**config.mk**
```make
export PLATFORM = sky130hd
export DESIGN_NAME = multicycle_control
export DESIGN_NICKNAME = d
export VERILOG_FILES = /design/src/rtl/multicycle_control.sv
export SDC_FILE = /design/constraint.sdc
export NUM_CORES = 1
export LEC_CHECK = 0
export ABC_CLOCK_PERIOD_IN_PS = 2000
export CAP_MARGIN = 25
export CORE_MARGIN = 8
export CORE_UTILIZATION = 40
export CTS_CLUSTER_SIZE = 40
export DETAILED_ROUTE_END_ITERATION = 10
export PLACE_DENSITY = 0.79
export SYNTH_ARGS = -nofsm -noshare
export SYNTH_HDL_FRONTEND = slang
export SYNTH_SLANG_ARGS = --single-unit
```
**constraint.sdc**
```tcl
create_clock -name clk -period 2 [get_ports clk]
set_clock_uncertainty 0.05 [all_clocks]
set_input_delay 0.5 -clock clk [delete_from_list [all_inputs] [get_ports clk]]
set_output_delay 0.5 -clock clk [all_outputs]
set_load 0.005 [all_outputs]
```
**src/rtl/multicycle_control.sv**
```systemverilog
// rtl/multicycle_control.sv - Moore control FSM for the multicycle MIPS datapath
module multicycle_control (
    input  logic       clk,
    input  logic       rst_n,
    input  logic [5:0] opcode,
    input  logic [5:0] funct,
    input  logic       zero_flag,
    output logic       ir_write,
    output logic       iord,
    output logic       mem_write,
    output logic       mem_to_reg,
    output logic       reg_dst,
    output logic       reg_write,
    output logic       alu_src_a,
    output logic [1:0] alu_src_b,
    output logic [2:0] alu_control,
    output logic [1:0] pc_src,
    output logic       pc_en,
    output logic       instr_done,
    output logic       illegal_op,
    output logic [3:0] state
);

    typedef enum logic [3:0] {
        S_FETCH  = 4'd0,
        S_DECODE = 4'd1,
        S_MEMADR = 4'd2,
        S_MEMRD  = 4'd3,
        S_MEMWB  = 4'd4,
        S_MEMWR  = 4'd5,
        S_EXEC   = 4'd6,
        S_ALUWB  = 4'd7,
        S_BRANCH = 4'd8,
        S_ADDIEX = 4'd9,
        S_ADDIWB = 4'd10,
        S_JUMP   = 4'd11
    } state_t;

    localparam logic [5:0] OP_RTYPE = 6'b000000;
    localparam logic [5:0] OP_LW    = 6'b100011;
    localparam logic [5:0] OP_SW    = 6'b101011;
    localparam logic [5:0] OP_BEQ   = 6'b000100;
    localparam logic [5:0] OP_ADDI  = 6'b001000;
    localparam logic [5:0] OP_J     = 6'b000010;

    state_t     state_q, state_d;
    logic       is_lw_q, is_lw_d;
    logic       funct_ok;
    logic [2:0] funct_alu;
    logic       decode_illegal;
    logic       ir_write_c, mem_write_c, reg_write_c, pc_write_c, branch_c;
    logic       instr_done_c, illegal_c;

    always_comb begin
        funct_ok  = 1'b1;
        funct_alu = 3'b010;
        case (funct)
            6'b100100: funct_alu = 3'b000;
            6'b100110: funct_alu = 3'b001;
            6'b100000: funct_alu = 3'b010;
            6'b100010: funct_alu = 3'b100;
            6'b011000: funct_alu = 3'b101;
            6'b101010: funct_alu = 3'b110;
            default:   funct_ok  = 1'b0;
        endcase
    end

    always_comb begin
        decode_illegal = 1'b0;
        case (opcode)
            OP_LW, OP_SW, OP_BEQ, OP_ADDI, OP_J: decode_illegal = 1'b0;
            OP_RTYPE:                            decode_illegal = !funct_ok;
            default:                             decode_illegal = 1'b1;
        endcase
    end

    always_comb begin
        state_d = S_FETCH;
        is_lw_d = is_lw_q;
        case (state_q)
            S_FETCH:  state_d = S_DECODE;
            S_DECODE: begin
                // lw/sw is remembered here so MEMADR never looks at the opcode again
                is_lw_d = (opcode == OP_LW);
                case (opcode)
                    OP_LW, OP_SW: state_d = S_MEMADR;
                    OP_RTYPE:     state_d = funct_ok ? S_EXEC : S_FETCH;
                    OP_BEQ:       state_d = S_BRANCH;
                    OP_ADDI:      state_d = S_ADDIEX;
                    OP_J:         state_d = S_JUMP;
                    default:      state_d = S_FETCH;
                endcase
            end
            S_MEMADR: state_d = is_lw_q ? S_MEMRD : S_MEMWR;
            S_MEMRD:  state_d = S_MEMWB;
            S_EXEC:   state_d = S_ALUWB;
            S_ADDIEX: state_d = S_ADDIWB;
            default:  state_d = S_FETCH;
        endcase
    end

    always_ff @(posedge clk or negedge rst_n) begin
        if (!rst_n) begin
            state_q <= S_FETCH;
            is_lw_q <= 1'b0;
        end else begin
            state_q <= state_d;
            is_lw_q <= is_lw_d;
        end
    end

    always_comb begin
        ir_write_c   = 1'b0;
        iord         = 1'b0;
        mem_write_c  = 1'b0;
        mem_to_reg   = 1'b0;
        reg_dst      = 1'b0;
        reg_write_c  = 1'b0;
        alu_src_a    = 1'b0;
        alu_src_b    = 2'b00;
        alu_control  = 3'b000;
        pc_src       = 2'b00;
        pc_write_c   = 1'b0;
        branch_c     = 1'b0;
        instr_done_c = 1'b0;
        illegal_c    = 1'b0;
        case (state_q)
            S_FETCH: begin
                ir_write_c  = 1'b1;
                alu_src_b   = 2'b01;
                alu_control = 3'b010;
                pc_write_c  = 1'b1;
            end
            S_DECODE: begin
                alu_src_b    = 2'b11;
                alu_control  = 3'b010;
                illegal_c    = decode_illegal;
                instr_done_c = decode_illegal;
            end
            S_MEMADR, S_ADDIEX: begin
                alu_src_a   = 1'b1;
                alu_src_b   = 2'b10;
                alu_control = 3'b010;
            end
            S_MEMRD: iord = 1'b1;
            S_MEMWB: begin
                mem_to_reg   = 1'b1;
                reg_write_c  = 1'b1;
                instr_done_c = 1'b1;
            end
            S_MEMWR: begin
                iord         = 1'b1;
                mem_write_c  = 1'b1;
                instr_done_c = 1'b1;
            end
            S_EXEC: begin
                alu_src_a   = 1'b1;
                alu_control = funct_alu;
            end
            S_ALUWB: begin
                reg_dst      = 1'b1;
                reg_write_c  = 1'b1;
                instr_done_c = 1'b1;
            end
            S_BRANCH: begin
                alu_src_a    = 1'b1;
                alu_control  = 3'b100;
                pc_src       = 2'b01;
                branch_c     = 1'b1;
                instr_done_c = 1'b1;
            end
            S_ADDIWB: begin
                reg_write_c  = 1'b1;
                instr_done_c = 1'b1;
            end
            S_JUMP: begin
                pc_src       = 2'b10;
                pc_write_c   = 1'b1;
                instr_done_c = 1'b1;
            end
            default: ;
        endcase
    end

    // Enables are masked by rst_n so nothing writes while reset is held, even in FETCH
    assign ir_write   = ir_write_c & rst_n;
    assign mem_write  = mem_write_c & rst_n;
    assign reg_write  = reg_write_c & rst_n;
    assign pc_en      = (pc_write_c | (branch_c & zero_flag)) & rst_n;
    assign instr_done = instr_done_c & rst_n;
    assign illegal_op = illegal_c & rst_n;
    assign state      = state_q;

endmodule

```
## After elaboration in Yosys (flattened, before gate mapping)

Cells that the tools add are included.

| storage, ports and cells | value |
|---|---|
| input bits | 15 |
| output and inout port bits | 21 |
| logic and storage cells | 66 |
| register bits after elaboration | 5 |

| cells by class | value |
|---|---|
| bitwise logic cells | 8 |
| equal/unequal tests | 22 |
| muxes and demuxes | 21 |
| reduce and logical (&&, ||, !) cells | 13 |

Operators with widths:

| cell | count |
|---|---|
| 6-bit equality test (second input constant) | 7 |
| 4-bit one-hot mux with 6 select lines | 1 |
| 4-bit one-hot mux with 5 select lines | 1 |
| 4-bit by 3-bit equality test with 1-bit output (second input constant) | 4 |
| 4-bit equality test (second input constant) | 4 |
| 3-bit one-hot mux with 5 select lines | 1 |
| 6-bit OR reduction | 2 |
| 1-bit 2-to-1 mux | 11 |
| 3-bit one-hot mux with 3 select lines | 1 |
| 4-bit by 2-bit equality test with 1-bit output (second input constant) | 2 |
| 2-bit OR reduction | 4 |
| 4-bit OR reduction | 2 |
| 1-bit AND | 7 |
| 6-bit by 2-bit equality test with 1-bit output (second input constant) | 1 |
| 6-bit by 3-bit equality test with 1-bit output (second input constant) | 1 |
| 6-bit by 4-bit equality test with 1-bit output (second input constant) | 1 |
| 6-bit by 5-bit equality test with 1-bit output (second input constant) | 1 |
| 6-bit logical NOT | 1 |
| 3-bit 2-to-1 mux | 2 |
| 2-bit one-hot mux with 3 select lines | 1 |
| 5-bit OR reduction | 1 |
| 4-bit by 1-bit equality test with 1-bit output (second input constant) | 1 |
| 4-bit logical NOT | 1 |
| 1-bit one-hot mux with 2 select lines | 2 |
| other kinds (4) | 4 |

## Logic depth before layout (Yosys ltp)

Gate-level depths: netlist of the first run.

| logic depth | value |
|---|---|
| depth in word-level cells | 7 |
| gate-level depth with buffers | 6 |
| depth with buffers taken out | 4 |

## Worst setup path before layout of the first run

OpenSTA, ideal clock, no wires.

| timing path | value |
|---|---|
| path kind | input to output |
| start | input opcode[0] |
| end | output illegal_op |
| stages | 4 |
| data required time | 1.450 ns |
| setup slack | 0.048 ns |
| arrival | 1.402 ns |
| cell sequence | or3_4 > nor3_1 > a31oi_1 > nor3_1 |

| on the way | value |
|---|---|
| cells in the longest elaborated chain, start to end | 5 |
| elaborated cells between the ends (all ways) | 10 |
| classes of those cells | eq/ne (5); mux (2); bitwise (1); reduce/logical (2) |

RTL lines:

| item | RTL line | source |
|---|---|---|
| start: declaration | 5 | `input logic [5:0] opcode,` |
| 6-bit equality test (tied with other cells) | 70 | `case (opcode)` |
| 5-bit OR reduction | 70 |  |
| 1-bit one-hot mux with 2 select lines * | 70 |  |
| 1-bit 2-to-1 mux * | 127 | `case (state_q)` |
| 1-bit AND * | 191 | `assign illegal_op = illegal_c & rst_n;` |
| end: declaration | 20 | `output logic illegal_op,` |

Every way passes the cells marked *; elsewhere a longest branch is shown, timed or not.

## Worst setup path in the final report of the first run

| timing path | value |
|---|---|
| start | input funct[5] |
| end | output illegal_op |

| on the way | value |
|---|---|
| cells in the longest elaborated chain, start to end | 7 |
| elaborated cells between the ends (all ways) | 12 |
| classes of those cells | eq/ne (6); mux (3); bitwise (1); reduce/logical (2) |

RTL lines:

| item | RTL line | source |
|---|---|---|
| start: declaration | 6 | `input logic [5:0] funct,` |
| 6-bit equality test or 6-bit by 5-bit equality test with 1-bit output (tied branches) | 57 | `case (funct)` |
| 6-bit OR reduction (no source line) * | - |  |
| 1-bit 2-to-1 mux * | 57 |  |
| 1-bit logical NOT * | 72 | `OP_RTYPE: decode_illegal = !funct_ok;` |
| 1-bit one-hot mux with 2 select lines * | 70 |  |
| 1-bit 2-to-1 mux * | 127 |  |
| 1-bit AND * | 191 |  |

Marks and branches as above.

==> flow_metrics.env, run 1 <==
export IMPL_status="finished, violations left"
export IMPL_violations="negative setup slack"
export IMPL_clk_root_buffer_cell="clkbuf_4"
export IMPL_fp_dieW_um=59.1
export IMPL_reg2reg_from="state[0]"
export IMPL_dr_first_iter_drc_count=127
export IMPL_synthSimpleGateAreaFrac=0.422
export IMPL_min_period_ps=2350
export IMPL_globalplace_congestion=0.810
export IMPL_boundaryPins=36
export IMPL_worst_r2r_cell_count=6
export IMPL_drive_above_1_share=0.650
export IMPL_cts_buffers=3
export IMPL_avgSynthCellArea_um2=7.44
export IMPL_synth_cell_area_um2=744
export IMPL_die_h_um=59.1
export IMPL_worst_setup_path_type="in -> out"
export IMPL_routed_via_density=6.32
export IMPL_grt_max_degree=11
export IMPL_ys_ff_latch=5
export IMPL_setup_viol=12
export IMPL_nFillCells=60
export IMPL_placementRows=15
export IMPL_maxCapViolCount=0
export IMPL_max_slew_margin=0.712
export IMPL_fin_nets=199
export IMPL_hold_path_class="in -> async"
export IMPL_utilization=0.933
export IMPL_cellPowerDensity_nw_per_um2=588
export IMPL_initial_core_util=0.427
export IMPL_multi_input_area_um2=751
export IMPL_cp_slowest_cell="or4_4"
export IMPL_clock_sinks=5
export IMPL_final_hold_viol_count=0
export IMPL_design_area_um2=1630
export IMPL_setup_slack_ps=-349
export IMPL_synth_edf_count=0
export IMPL_cp_startpoint="funct[5]"
export IMPL_hpwl_um=2200
export IMPL_p_total_w=0.000957
export IMPL_critical_path_arrival_ps=1800
export IMPL_syn_nets=115
export IMPL_synthXorXnorAreaFrac=0.0353
export IMPL_n_antenna_cell=0
export IMPL_synthAdderAreaFrac=0
export IMPL_syn_to_final_growth_pct=119
export IMPL_slew_violations=0
export IMPL_synth_compound_area_share=0.244
export IMPL_finalWirelength_um=4940
export IMPL_finalCritPeriodShare=1.17
export IMPL_timing_rr_end="is_lw_q"
export IMPL_cts_hold_buf=0
export IMPL_synth_area_mux_share=0.0269
export IMPL_die_area_um2=3500
export IMPL_postRouteAntennaNets=0
export IMPL_max_freq_ghz=0.426
export IMPL_detailed_place_area_um2=1320
export IMPL_vias=1314
export IMPL_ir_drop_mv=0.377
export IMPL_io_buffers=35
export IMPL_critPathMaxStageDelay_ps=620
export IMPL_worstPathCellList="buf_6 -> nand3b_1 -> or4_4 -> a31oi_4 -> nor3_2 -> buf_2"
export IMPL_first_pass_iters=4
export IMPL_clk_pin_slew_worst_paths_ps=70
export IMPL_grt_total_usage=0.206
export IMPL_cts_htree_levels=1
export IMPL_synth_distinct_cells=42
export IMPL_synth_top_family_by_area="simple AND/OR/NAND/NOR gates"
export IMPL_cts_tree="yes"
export IMPL_cts_path_max_buffers=2
export IMPL_avgRoutedWirePerCell_um=23.7
export IMPL_worst_pin_slew_ps=426
export IMPL_synth_warnings=0
export IMPL_seq_area_um2=126
export IMPL_antenna_found_initial=0
export IMPL_crit_path_start_kind="primary input"
export IMPL_rsz0062_at_grt="true"
export IMPL_synthesis_instances=100
export IMPL_path_max_fanout=3
export IMPL_core_um2=1750
export IMPL_r2r_slack_ps=80
export IMPL_grt_overflow_total=0
export IMPL_first_global_vias=1187
export IMPL_pre_cts_ws_ps=-1110
export IMPL_leakagePower_nw=0.751
export IMPL_async_flop_share=1.00
export IMPL_synth_ff_type="dfrtp_1"
export IMPL_insertion_delay_ps=270
export IMPL_endpoint_kind="output port"
export IMPL_grt_pass1_wl_um=5630
export IMPL_synth_seq_area_share=0.168
export IMPL_drc_errors=0
export IMPL_crit_required_ps=1450
-- worst max-delay path, delay by kind of cell --
family | cells | cell delay, ps
simple gates | 3 | 880
buf+inv | 2 | 240
compound gates | 1 | 170
-- sequential cells by signal, indices dropped and copies added, names as in the netlist --
name and cells:
state 4, is_lw_q 1
-- cells in the final DEF, fill, tap and decap left out, types with 4 or more instances in the layout --
cell / netlist / layout
buf_4: 0 / 37
buf_2: 0 / 17
buf_6: 4 / 15
nor2_1: 13 / 8
nand2_1: 6 / 6
nand2b_4: 0 / 5
clkbuf_2: 0 / 5
nor2_4: 0 / 4
clkdlybuf4s50_1: 0 / 4
dfrtp_1: 5 / 4
-- area by class of cell --
class | instances | share of cell area
Clock buffer | 4 | 0.0161
Multi-Input combinational cell | 85 | 0.461
Inverter | 5 | 0.0146
Timing Repair Buffer | 84 | 0.411
Tap cell | 25 | 0.0192
Sequential cell | 5 | 0.0776
-- worst max-delay path by stage --
stage | slack, ps | to | cells after the start
3_5_place_dp | -1110 | illegal_op | 6
3_3_place_gp | -1000 | instr_done | 6
2_1_floorplan | 50 | illegal_op | 4
5_1_grt | -340 | instr_done | 7
4_1_cts | -250 | illegal_op | 6
6_report | -350 | illegal_op | 6
-- power breakdown --
part | leakage, nW | internal (W) | switching [W] | total (W)
Combinational | 0.670 | 0.000332 | 0.000350 | 0.000682
Sequential | 0.0656 | 0.000116 | 0.0000211 | 0.000137
Clock | 0.0150 | 0.0000764 | 0.0000611 | 0.000138
Total | 0.751 | 0.000525 | 0.000432 | 0.000957
-- cell usage after synthesis, drive strengths merged (2+ instances only) --
library cell,number,area share
a211o,2,0.025
a211oi,4,0.040
a21oi,4,0.027
a31oi,2,0.017
buf,4,0.060
dfrtp,5,0.17
inv,5,0.025
mux2i,2,0.027
nand2,6,0.030
nand2b,8,0.067
nand3,4,0.027
nor2,13,0.066
nor2b,2,0.017
nor3,7,0.047
nor3b,2,0.020
o21ai,3,0.020
o22ai,3,0.025
or3,3,0.034
or4,2,0.025
xor2,2,0.024
-- logic make-up after synthesis --
group,Yosys count
XOR/XNOR,3
buffers and inverters,10
flip-flops,5
AND/OR/NAND/NOR,55
multiplexers,2
AO/OA/AOI/OAI,25
-- layer usage --
layer,GRT usage,vias to the layer above,part of all wire,wire length [µm]
met2,0.394,133,0.49,2430
met4,0.102,0,0.073,362
li1,-,541,-,-
met1,0.204,592,0.34,1660
met3,0.0412,48,0.099,491
met5,0,-,0,0
-- through the flow --
stage          cells  hold slack [ps]  TNS, ps
3_3_place_gp     188              435    -6960
4_1_cts          199              272     -398
6_report         208              280    -1670
5_1_grt          208              299    -2160
3_5_place_dp     188              452    -7520
2_1_floorplan    100              154        0
-- timing repair --
action / CTS / global route
setup endpoints to repair: 18 / 13
gates resized for setup: 129 / 54
pin swaps: 14 / 21
setup buffers: 8 / 12
No activity file was read; power rests on OpenSTA's default activity.
==> run 2: changes to the inputs <==
--- a/constraint.sdc
+++ b/constraint.sdc
@@ -4,2 +4,2 @@
 set_output_delay 0.5 -clock clk [all_outputs]
-set_load 0.005 [all_outputs]
+set_load 0.1 [all_outputs]
==> flow_metrics.env, run 2 <==
export IMPL_lastStage="detailed placement (3_5_place_dp)"
export IMPL_die_h_um=59.1
export IMPL_syn_nets=115
export IMPL_hpwl_um=4160
export IMPL_synth_compound_area_share=0.244
export IMPL_async_flop_share=1.00
export IMPL_globalplace_congestion=0.861
export IMPL_synth_top_area_share=0.168
export IMPL_synth_warnings=0
export IMPL_fp_dieW_um=59.1
export IMPL_initial_core_util=0.427
export IMPL_synthesis_instances=100
export IMPL_synth_ff_type="dfrtp_1"
export IMPL_synth_top_area_cell="dfrtp_1"
export IMPL_avgSynthCellArea_um2=7.44
export IMPL_io_buffers=35
export IMPL_synth_edf_count=0
export IMPL_stop_error="[ERROR DPL-0033] detailed placement checks failed during check placement."
export IMPL_synth_seq_area_share=0.168
export IMPL_synthAdderAreaFrac=0
export IMPL_synth_commonest_cells="nor2_1, nand2b_1, nor3_1, nand2_1"
export IMPL_boundaryPins=36
export IMPL_synth_area_mux_share=0.0269
export IMPL_synth_most_common_cell="nor2_1"
export IMPL_synth_top_family_by_area="simple AND/OR/NAND/NOR gates"
export IMPL_placementRows=15
export IMPL_ys_ff_latch=5
export IMPL_synth_cell_area_um2=744
export IMPL_synth_area_top_cells="dfrtp_1, nand2b_1, nor2_1"
export IMPL_synthXorXnorAreaFrac=0.0353
export IMPL_synth_distinct_cells=42
export IMPL_synthSimpleGateAreaFrac=0.422
export IMPL_status="did not finish"
## run 2: cell counts after synthesis
No cell type changed its count.
## run 2: kinds of logic after synthesis
logic type             Yosys count
AO/OA/AOI/OAI                   25
XOR/XNOR                         3
buffers and inverters           10
flip-flops                       5
multiplexers                     2
AND/OR/NAND/NOR                 55
## run 2: stage by stage
| stage | hold WS, ps | cells | setup slack, ps |
|---|---|---|---|
| after floorplan | 154 | 100 | -1240 |
| after global placement | 438 | 184 | -686 |
==> run 3: changes to the inputs <==
- CORE_AREA: not set -> 8 8 69 71
- CORE_MARGIN: 8 -> not set
- CORE_UTILIZATION: 40 -> not set
- CTS_CLUSTER_SIZE: 40 -> not set
- DIE_AREA: not set -> 0 0 77 79
- PLACE_DENSITY: 0.79 -> not set
- PLACE_DENSITY_LB_ADDON: not set -> 0.15
==> flow_metrics.env, run 3 (synthesized netlist as in run 1, its figures left out) <==
export IMPL_status="finished, violations left"
export IMPL_violations="negative setup slack"
export IMPL_grt_overflow_total=0
export IMPL_max_slew_margin=0.769
export IMPL_power_clock_fraction=0.097
export IMPL_seq_area_um2=140
export IMPL_combinationalPowerShare=0.827
export IMPL_die_area_um2=6080
export IMPL_path_max_fanout=5
export IMPL_crit_required_ps=1450
export IMPL_vias=1156
export IMPL_finalCritPeriodShare=1.19
export IMPL_tns_ps=-1690
export IMPL_cts_buffers=3
export IMPL_syn_to_final_growth_pct=210
export IMPL_leakagePower_nw=0.922
export IMPL_grt_max_degree=9
export IMPL_rsz0062_at_grt="true"
export IMPL_postRouteAntennaNets=0
export IMPL_final_common_cell="buf_4"
export IMPL_endpoint_kind="output port"
export IMPL_p_total_w=0.00191
export IMPL_globalplace_congestion=0.818
export IMPL_cellPowerDensity_nw_per_um2=827
export IMPL_placementRows=23
export IMPL_cts_htree_levels=1
export IMPL_crit_path_start_kind="primary input"
export IMPL_antenna_found_initial=0
export IMPL_worst_r2r_cell_count=7
export IMPL_cp_slowest_cell="o31ai_4"
export IMPL_met1_length_um=1520
export IMPL_swShare=0.500
export IMPL_n_antenna_cell=0
export IMPL_first_global_vias=1209
export IMPL_worst_setup_path_type="in -> out"
export IMPL_reg2reg_from="state[1]"
export IMPL_slew_violations=0
export IMPL_placed_cells=215
export IMPL_grt_total_usage=0.115
export IMPL_met3_length_um=129
export IMPL_highest_layer="met4"
export IMPL_routed_via_density=4.72
export IMPL_drc_errors=0
export IMPL_setup_slack_ps=-382
export IMPL_final_hold_viol_count=0
export IMPL_clk_pin_slew_worst_paths_ps=40
export IMPL_initial_core_util=0.196
export IMPL_core_um2=3800
export IMPL_clk_root_buffer_cell="clkbuf_8"
export IMPL_clock_sinks=5
export IMPL_largest_register_ff_count=4
export IMPL_hpwl_um=2530
export IMPL_utilization=0.607
export IMPL_drive_above_1_share=0.800
export IMPL_fin_nets=211
export IMPL_min_period_ps=2380
export IMPL_avgRoutedWirePerCell_um=15.4
export IMPL_met2WireLength_um=2070
export IMPL_first_pass_iters=4
export IMPL_multi_input_area_um2=926
export IMPL_finalWirelength_um=3760
export IMPL_fp_dieW_um=77
export IMPL_p_sw_w=0.000954
export IMPL_boundaryPins=36
export IMPL_cts_path_max_buffers=2
export IMPL_io_buffers=35
export IMPL_max_freq_ghz=0.420
export IMPL_cts_tree="yes"
export IMPL_fin_cells=245
export IMPL_critical_path_arrival_ps=1830
export IMPL_worstPathCellList="buf_2 -> and4b_2 -> o31ai_4 -> nand3_1 -> o211ai_1 -> clkbuf_16"
export IMPL_final_cell_mix="buf_4, buf_12, buf_6"
export IMPL_die_h_um=79
export IMPL_maxCapViolCount=0
export IMPL_setup_viol=12
export IMPL_timing_rr_end="state[1]"
export IMPL_internal_power_w=0.000954
export IMPL_pwr_share_seq=0.076
export IMPL_grt_pass1_wl_um=5900
export IMPL_critPathMaxStageDelay_ps=320
export IMPL_ir_drop_mv=0.396
export IMPL_r2r_slack_ps=140
export IMPL_hold_path_class="in -> async"
export IMPL_worst_pin_slew_ps=344
export IMPL_nFillCells=314
export IMPL_dr_first_iter_drc_count=28
export IMPL_insertion_delay_ps=220
[run 3: critical path, delay by kind of cell]
family                 cells  cell delay, ps
AOI/OAI and AO/OA          2             480
buffers and inverters      2             410
and+or+nand+nor            2             440
[run 3: power by group through the flow]
| stage | Clock [W] | Combinational [W] | Sequential, W |
|---|---|---|---|
| 3_5_place_dp | 0 | 0.00135 | 0.000140 |
| 6_report | 0.000186 | 0.00158 | 0.000144 |
| 3_3_place_gp | 0 | 0.00134 | 0.000140 |
| 4_1_cts | 0.000191 | 0.00144 | 0.000143 |
| 5_1_grt | 0.000198 | 0.00164 | 0.000147 |
| 2_1_floorplan | 0 | 0.000690 | 0.000258 |
[run 3: routing by layer]
metal / track usage / up-vias
met5: 0 / -
met2: 0.209 / 28
met4: 0.0302 / 0
li1: - / 563
met1: 0.132 / 561
met3: 0.0271 / 4
[run 3: worst max path at each step]
stage,start,end,slack (ps),cells past startpoint
after floorplan,state[1],instr_done,-1240,5
after global placement,opcode[0],instr_done,-750,6
after detailed placement,opcode[0],illegal_op,-780,7
after CTS,opcode[4],instr_done,-400,6
after global routing,opcode[2],instr_done,-420,6
final,opcode[2],instr_done,-380,6
[run 3: layout make-up]
cell class	count	share of cell area
well taps	50	0.0271
inverters	5	0.0103
repair buffers	96	0.481
multi-input cells	85	0.401
flip-flops and latches	5	0.0607
clock buffers	4	0.0195
[run 3: per-stage QoR]
step	instance area, µm²	hold WS, ps	worst slack, ps
floorplan	947	154	-1240
global placement	1800	449	-746
detailed placement	1800	468	-782
CTS	2140	393	-401
global route	2310	423	-424
finish	2310	422	-382
[run 3: timing repair]
item,in CTS,in global routing
hold buffers,0,0
setup endpoints to repair,17,16
resized for setup,91,25
buffers inserted,16,13
gates cloned,0,0
pin swaps,22,16
==> run 4: changes to the inputs <==
- GPL_TIMING_DRIVEN: not set -> 0
==> flow_metrics.env, run 4 (synthesized netlist as in run 1, its figures left out) <==
export IMPL_globalplace_congestion=0.739
export IMPL_crit_path_start_kind="primary input"
export IMPL_initial_core_util=0.196
export IMPL_grt_total_usage=0.0956
export IMPL_drive_above_1_share=0.750
export IMPL_nFillCells=352
export IMPL_clk_pin_slew_worst_paths_ps=40
export IMPL_die_area_um2=6080
export IMPL_cts_htree_levels=1
export IMPL_multi_input_area_um2=913
export IMPL_slew_violations=0
export IMPL_status="finished, violations left"
export IMPL_fin_hold_ws_ps=60.7
export IMPL_syn_to_final_growth_pct=159
export IMPL_violations="negative setup slack"
export IMPL_fin_nets=176
export IMPL_clk_root_buffer_cell="clkbuf_8"
export IMPL_drc_errors=0
export IMPL_insertion_delay_ps=220
export IMPL_clock_sinks=5
export IMPL_worst_setup_path_type="in -> out"
export IMPL_antenna_found_initial=0
export IMPL_endpoint_kind="output port"
export IMPL_setup_viol=11
export IMPL_max_freq_ghz=0.436
export IMPL_cellPowerDensity_nw_per_um2=852
export IMPL_postRouteAntennaNets=0
export IMPL_finalCritPeriodShare=1.15
export IMPL_vias=982
export IMPL_maxCapViolCount=0
export IMPL_critical_path_arrival_ps=1750
export IMPL_boundaryPins=36
export IMPL_final_hold_viol_count=0
export IMPL_tns_ps=-1620
export IMPL_cts_hold_buf=0
export IMPL_design_area_um2=1930
export IMPL_final_common_cell="buf_4"
export IMPL_crit_required_ps=1450
export IMPL_seq_area_um2=140
export IMPL_first_global_vias=1036
export IMPL_first_pass_iters=4
export IMPL_min_period_ps=2300
export IMPL_cts_path_max_buffers=2
export IMPL_path_max_fanout=5
export IMPL_max_slew_margin=0.633
export IMPL_largest_register_ff_count=4
export IMPL_die_h_um=79
export IMPL_n_antenna_cell=0
export IMPL_p_total_w=0.00164
export IMPL_utilization=0.508
export IMPL_ir_drop_mv=0.264
export IMPL_routed_via_density=4.68
export IMPL_worst_pin_slew_ps=553
export IMPL_placementRows=23
export IMPL_grt_pass1_wl_um=4970
export IMPL_fp_dieW_um=77
export IMPL_io_buffers=35
export IMPL_rsz0062_at_grt="true"
export IMPL_leakagePower_nw=0.705
export IMPL_finalWirelength_um=3060
export IMPL_setup_slack_ps=-296
export IMPL_cts_tree="yes"
export IMPL_detailed_place_area_um2=1360
export IMPL_grt_max_degree=11
export IMPL_core_um2=3800
export IMPL_cts_buffers=3
export IMPL_hold_path_class="in -> async"
export IMPL_grt_overflow_total=0
export IMPL_avgRoutedWirePerCell_um=14.6
export IMPL_final_cell_mix="buf_4, buf_12, buf_6"
export IMPL_hpwl_um=2120
export IMPL_dr_first_iter_drc_count=31
[run 4: changes by cell type in the layout (fill, tap and decap cells not counted), moves of 2 or more]
cell / before / now
buf_4: 38 / 17
buf_12: 24 / 16
buf_6: 20 / 14
buf_2: 7 / 5
clkdlybuf4s15_2: 0 / 2
[run 4: layout make-up]
type,instances,area share
tap,50,0.0324
buffer,4,0.0389
timing repair buffer,57,0.348
clock buffer,4,0.0233
inverter,5,0.0117
sequential,5,0.0726
multi-input combinational,85,0.473
[run 4: path summary, 6_finish.rpt]
kind | endpoint | cells past startpoint | start | slack (ps)
setup / recovery | instr_done | 6 | opcode[0] | -300
hold / removal | state[3] | 1 | rst_n | 60
setup reg to reg | state[0] | 4 | state[1] | 370
hold reg to reg | is_lw_q | 2 | is_lw_q | 470
max in group asynchronous | state[1] | 1 | rst_n | 1670
min in group clk | is_lw_q | 2 | is_lw_q | 470
[run 4: where the power goes]
| group | switching, W | internal (W) |
|---|---|---|
| sequential | 0.0000361 | 0.000126 |
| combinational | 0.000828 | 0.000472 |
| clock | 0.0000449 | 0.000136 |
| total | 0.000910 | 0.000735 |
[run 4: per-layer routing]
| layer | GRT usage | up-vias | wire length (µm) |
|---|---|---|---|
| met5 | 0 | - | 0 |
| met4 | 0.0151 | 0 | 0 |
| met3 | 0.0305 | 0 | 145 |
| met2 | 0.172 | 25 | 1650 |
| met1 | 0.110 | 463 | 1260 |
| li1 | - | 494 | - |
[run 4: stage by stage]
stage          std cells  worst slack, ps
5_1_grt              210             -370
4_1_cts              199             -337
3_5_place_dp         185            -1770
3_3_place_gp         185            -1730
6_report             210             -296
2_1_floorplan        100            -1240
[run 4: what timing repair did]
| action | CTS | global route |
|---|---|---|
| setup endpoints to repair | 23 | 15 |
| gates resized for setup | 241 | 34 |
| setup buffers | 10 | 12 |
| cloned | 0 | 0 |
| pin swaps | 15 | 14 |
[run 4: worst max-delay path, cell delays in order]
cell and delay, ps:
buf_8 100, or3_4 390, nor3_4 150, nand3_1 110, o211ai_1 230, buf_6 260
==> RTL change (config.mk and constraints of run 4) <==
Make the reset (`rst_n`) synchronous in one clocked block.
--- a/src/rtl/multicycle_control.sv
+++ b/src/rtl/multicycle_control.sv
@@ -99,7 +99,7 @@
         endcase
     end
 
-    always_ff @(posedge clk or negedge rst_n) begin
+    always_ff @(posedge clk) begin
         if (!rst_n) begin
             state_q <= S_FETCH;
             is_lw_q <= 1'b0;
Check against the original RTL: differs if rst_n is asserted again (counterexample within 4 cycles, from zero or initial values and one cycle with rst_n low); with rst_n held inactive, the same outputs for 10 cycles.
==> RTL change against run 4 <==
  * The flow still finishes with violations (setup timing)
  * Sequential cell count unchanged
  * Cell area down 14%
  * Global-route usage down 0.35 points
  * Die area unchanged
  * Non-clock buffer count down 7
  * Wire length down 2.9%
  * Synthesized area down 8.7%
  * Critical path depth up 1
  * Setup slack worse by 0.12 ns
Power is not compared: it rests on default switching activity, and its combinational part moved more than twofold at a synthesized area within 25%.
==> RTL change: results (changes against run 4) <==
via_per_inst: 4.72  # +0.86%
ys_top_cells_by_area: "dfxtp_1 15%, nor2_1 8.8%, a21oi_1 6.6%"
synth.distinct_cells: 39  # -7.1%
grt_max_degree: 11  # unchanged
critPathLaunch: "opcode[3]"
crit_arrival_ns: 1.87  # +0.12 ns
synth_top_family_by_area: "simple AND/OR/NAND/NOR gates"
clock_latency_ns: 0.22  # about the same
hold_path_end: "is_lw_q"
status: "finished with violations"
crit_family: "simple AND/OR/NAND/NOR gates"
routed_wl_mm: 2.97  # -2.9%
placed_cell_area_mm2: 0.00133  # -2.2%
hold_path.class: "register to register"
rrSetupSlack_ns: 0.53  # +0.16 ns
synth_compound_area_frac: 0.273  # +0.0289
r2r_cells: 4  # unchanged
hold_depth: 2
synth_common_cells: "16 x nor2_1, 12 x nand2_1, 9 x a21oi_1, 9 x nor3_1, 6 x o21ai_0"
fill_cells: 386  # +9.7%
violations: "setup timing"
slowest_delay_ns: 0.52  # +0.13 ns
cts_htree_levels: 1  # unchanged
synth_xor_area_frac: 0.0258  # -0.00951
r2r_start: "state[1]"
largest_register_ffs: 4  # unchanged
synth_warnings: 0  # unchanged
ys_seq_area_frac: 0.147  # -0.0207
antenna_cells: 0  # unchanged
synthMuxAreaShare: 0.0147  # -0.0122
post-place-ws_ns: -1.68  # +0.0879 ns
slew_headroom: 0.367  # -0.266
finalSetupViolCount: 4  # -7
syn-num-nets: 123  # +7.0%
synth_fa_ha_area_frac: 0.0147  # +0.0147
use_met3: 0.0248  # -0.00564
drc_errors: 0  # unchanged
worst_path_max_delay_cell: "or4b_4"
whs_ns: 0.487  # +0.426 ns
rr_endpoint: "state[1]"
root_buffer: "clkbuf_8"
setup_ws_ns: -0.421  # -0.125 ns
use_met2: 0.154  # -0.0187
portBuffers: 31  # -11%
critical_path.endpoint: "instr_done"
crit_fanout: 2  # -3
fin_nets: 174  # -1.1%
layout-drive-gt1-share: 0.608  # -0.142
total_power_w: 0.000583
grt_pass1_wl_mm: 4.73  # -5.0%
async_flop_share: 0  # -1.00
drt_iter0_drc: 36  # +16%
grt_pass1_vias: 977  # -5.7%
routabilityCongestion: 0.828  # +12%
met1_usage: 0.117  # +0.00723
synthFlopType: "dfxtp_1"
dp_hpwl_mm: 2.18  # +2.8%
min_from: "is_lw_q"
grtUsageTotal: 0.0921  # -0.00351
RTL change: repair_timing:
item | 4_1_cts | 5_1_grt
setup buffers | 7 | 7
resized for setup | 184 | 19
gates cloned | 0 | 1
setup endpoints to repair | 22 | 13
pin swaps | 12 | 8
RTL change: layer usage:
layer / vias to the layer above / part of all wire
met5: - / 0
met4: 0 / 0
met3: 0 / 0.053
met2: 30 / 0.49
met1: 458 / 0.46
li1: 493 / -
RTL change: through the flow:
stage | cells | setup TNS, ns
floorplan | 108 | -7.11
global placement | 189 | -17.38
detailed placement | 189 | -17.53
CTS | 200 | -1.36
global route | 208 | -1.54
finish | 208 | -1.33
RTL change: layout make-up:
type                       count  area [um^2]  share of cell area
inverter                       3         13.8             0.00828
tap                           50         62.6              0.0377
sequential                     5          115              0.0693
timing repair buffer          46          488               0.294
clock buffer                   4         45.0              0.0271
multi-input combinational     92          798               0.480
buffer                         8          139              0.0836
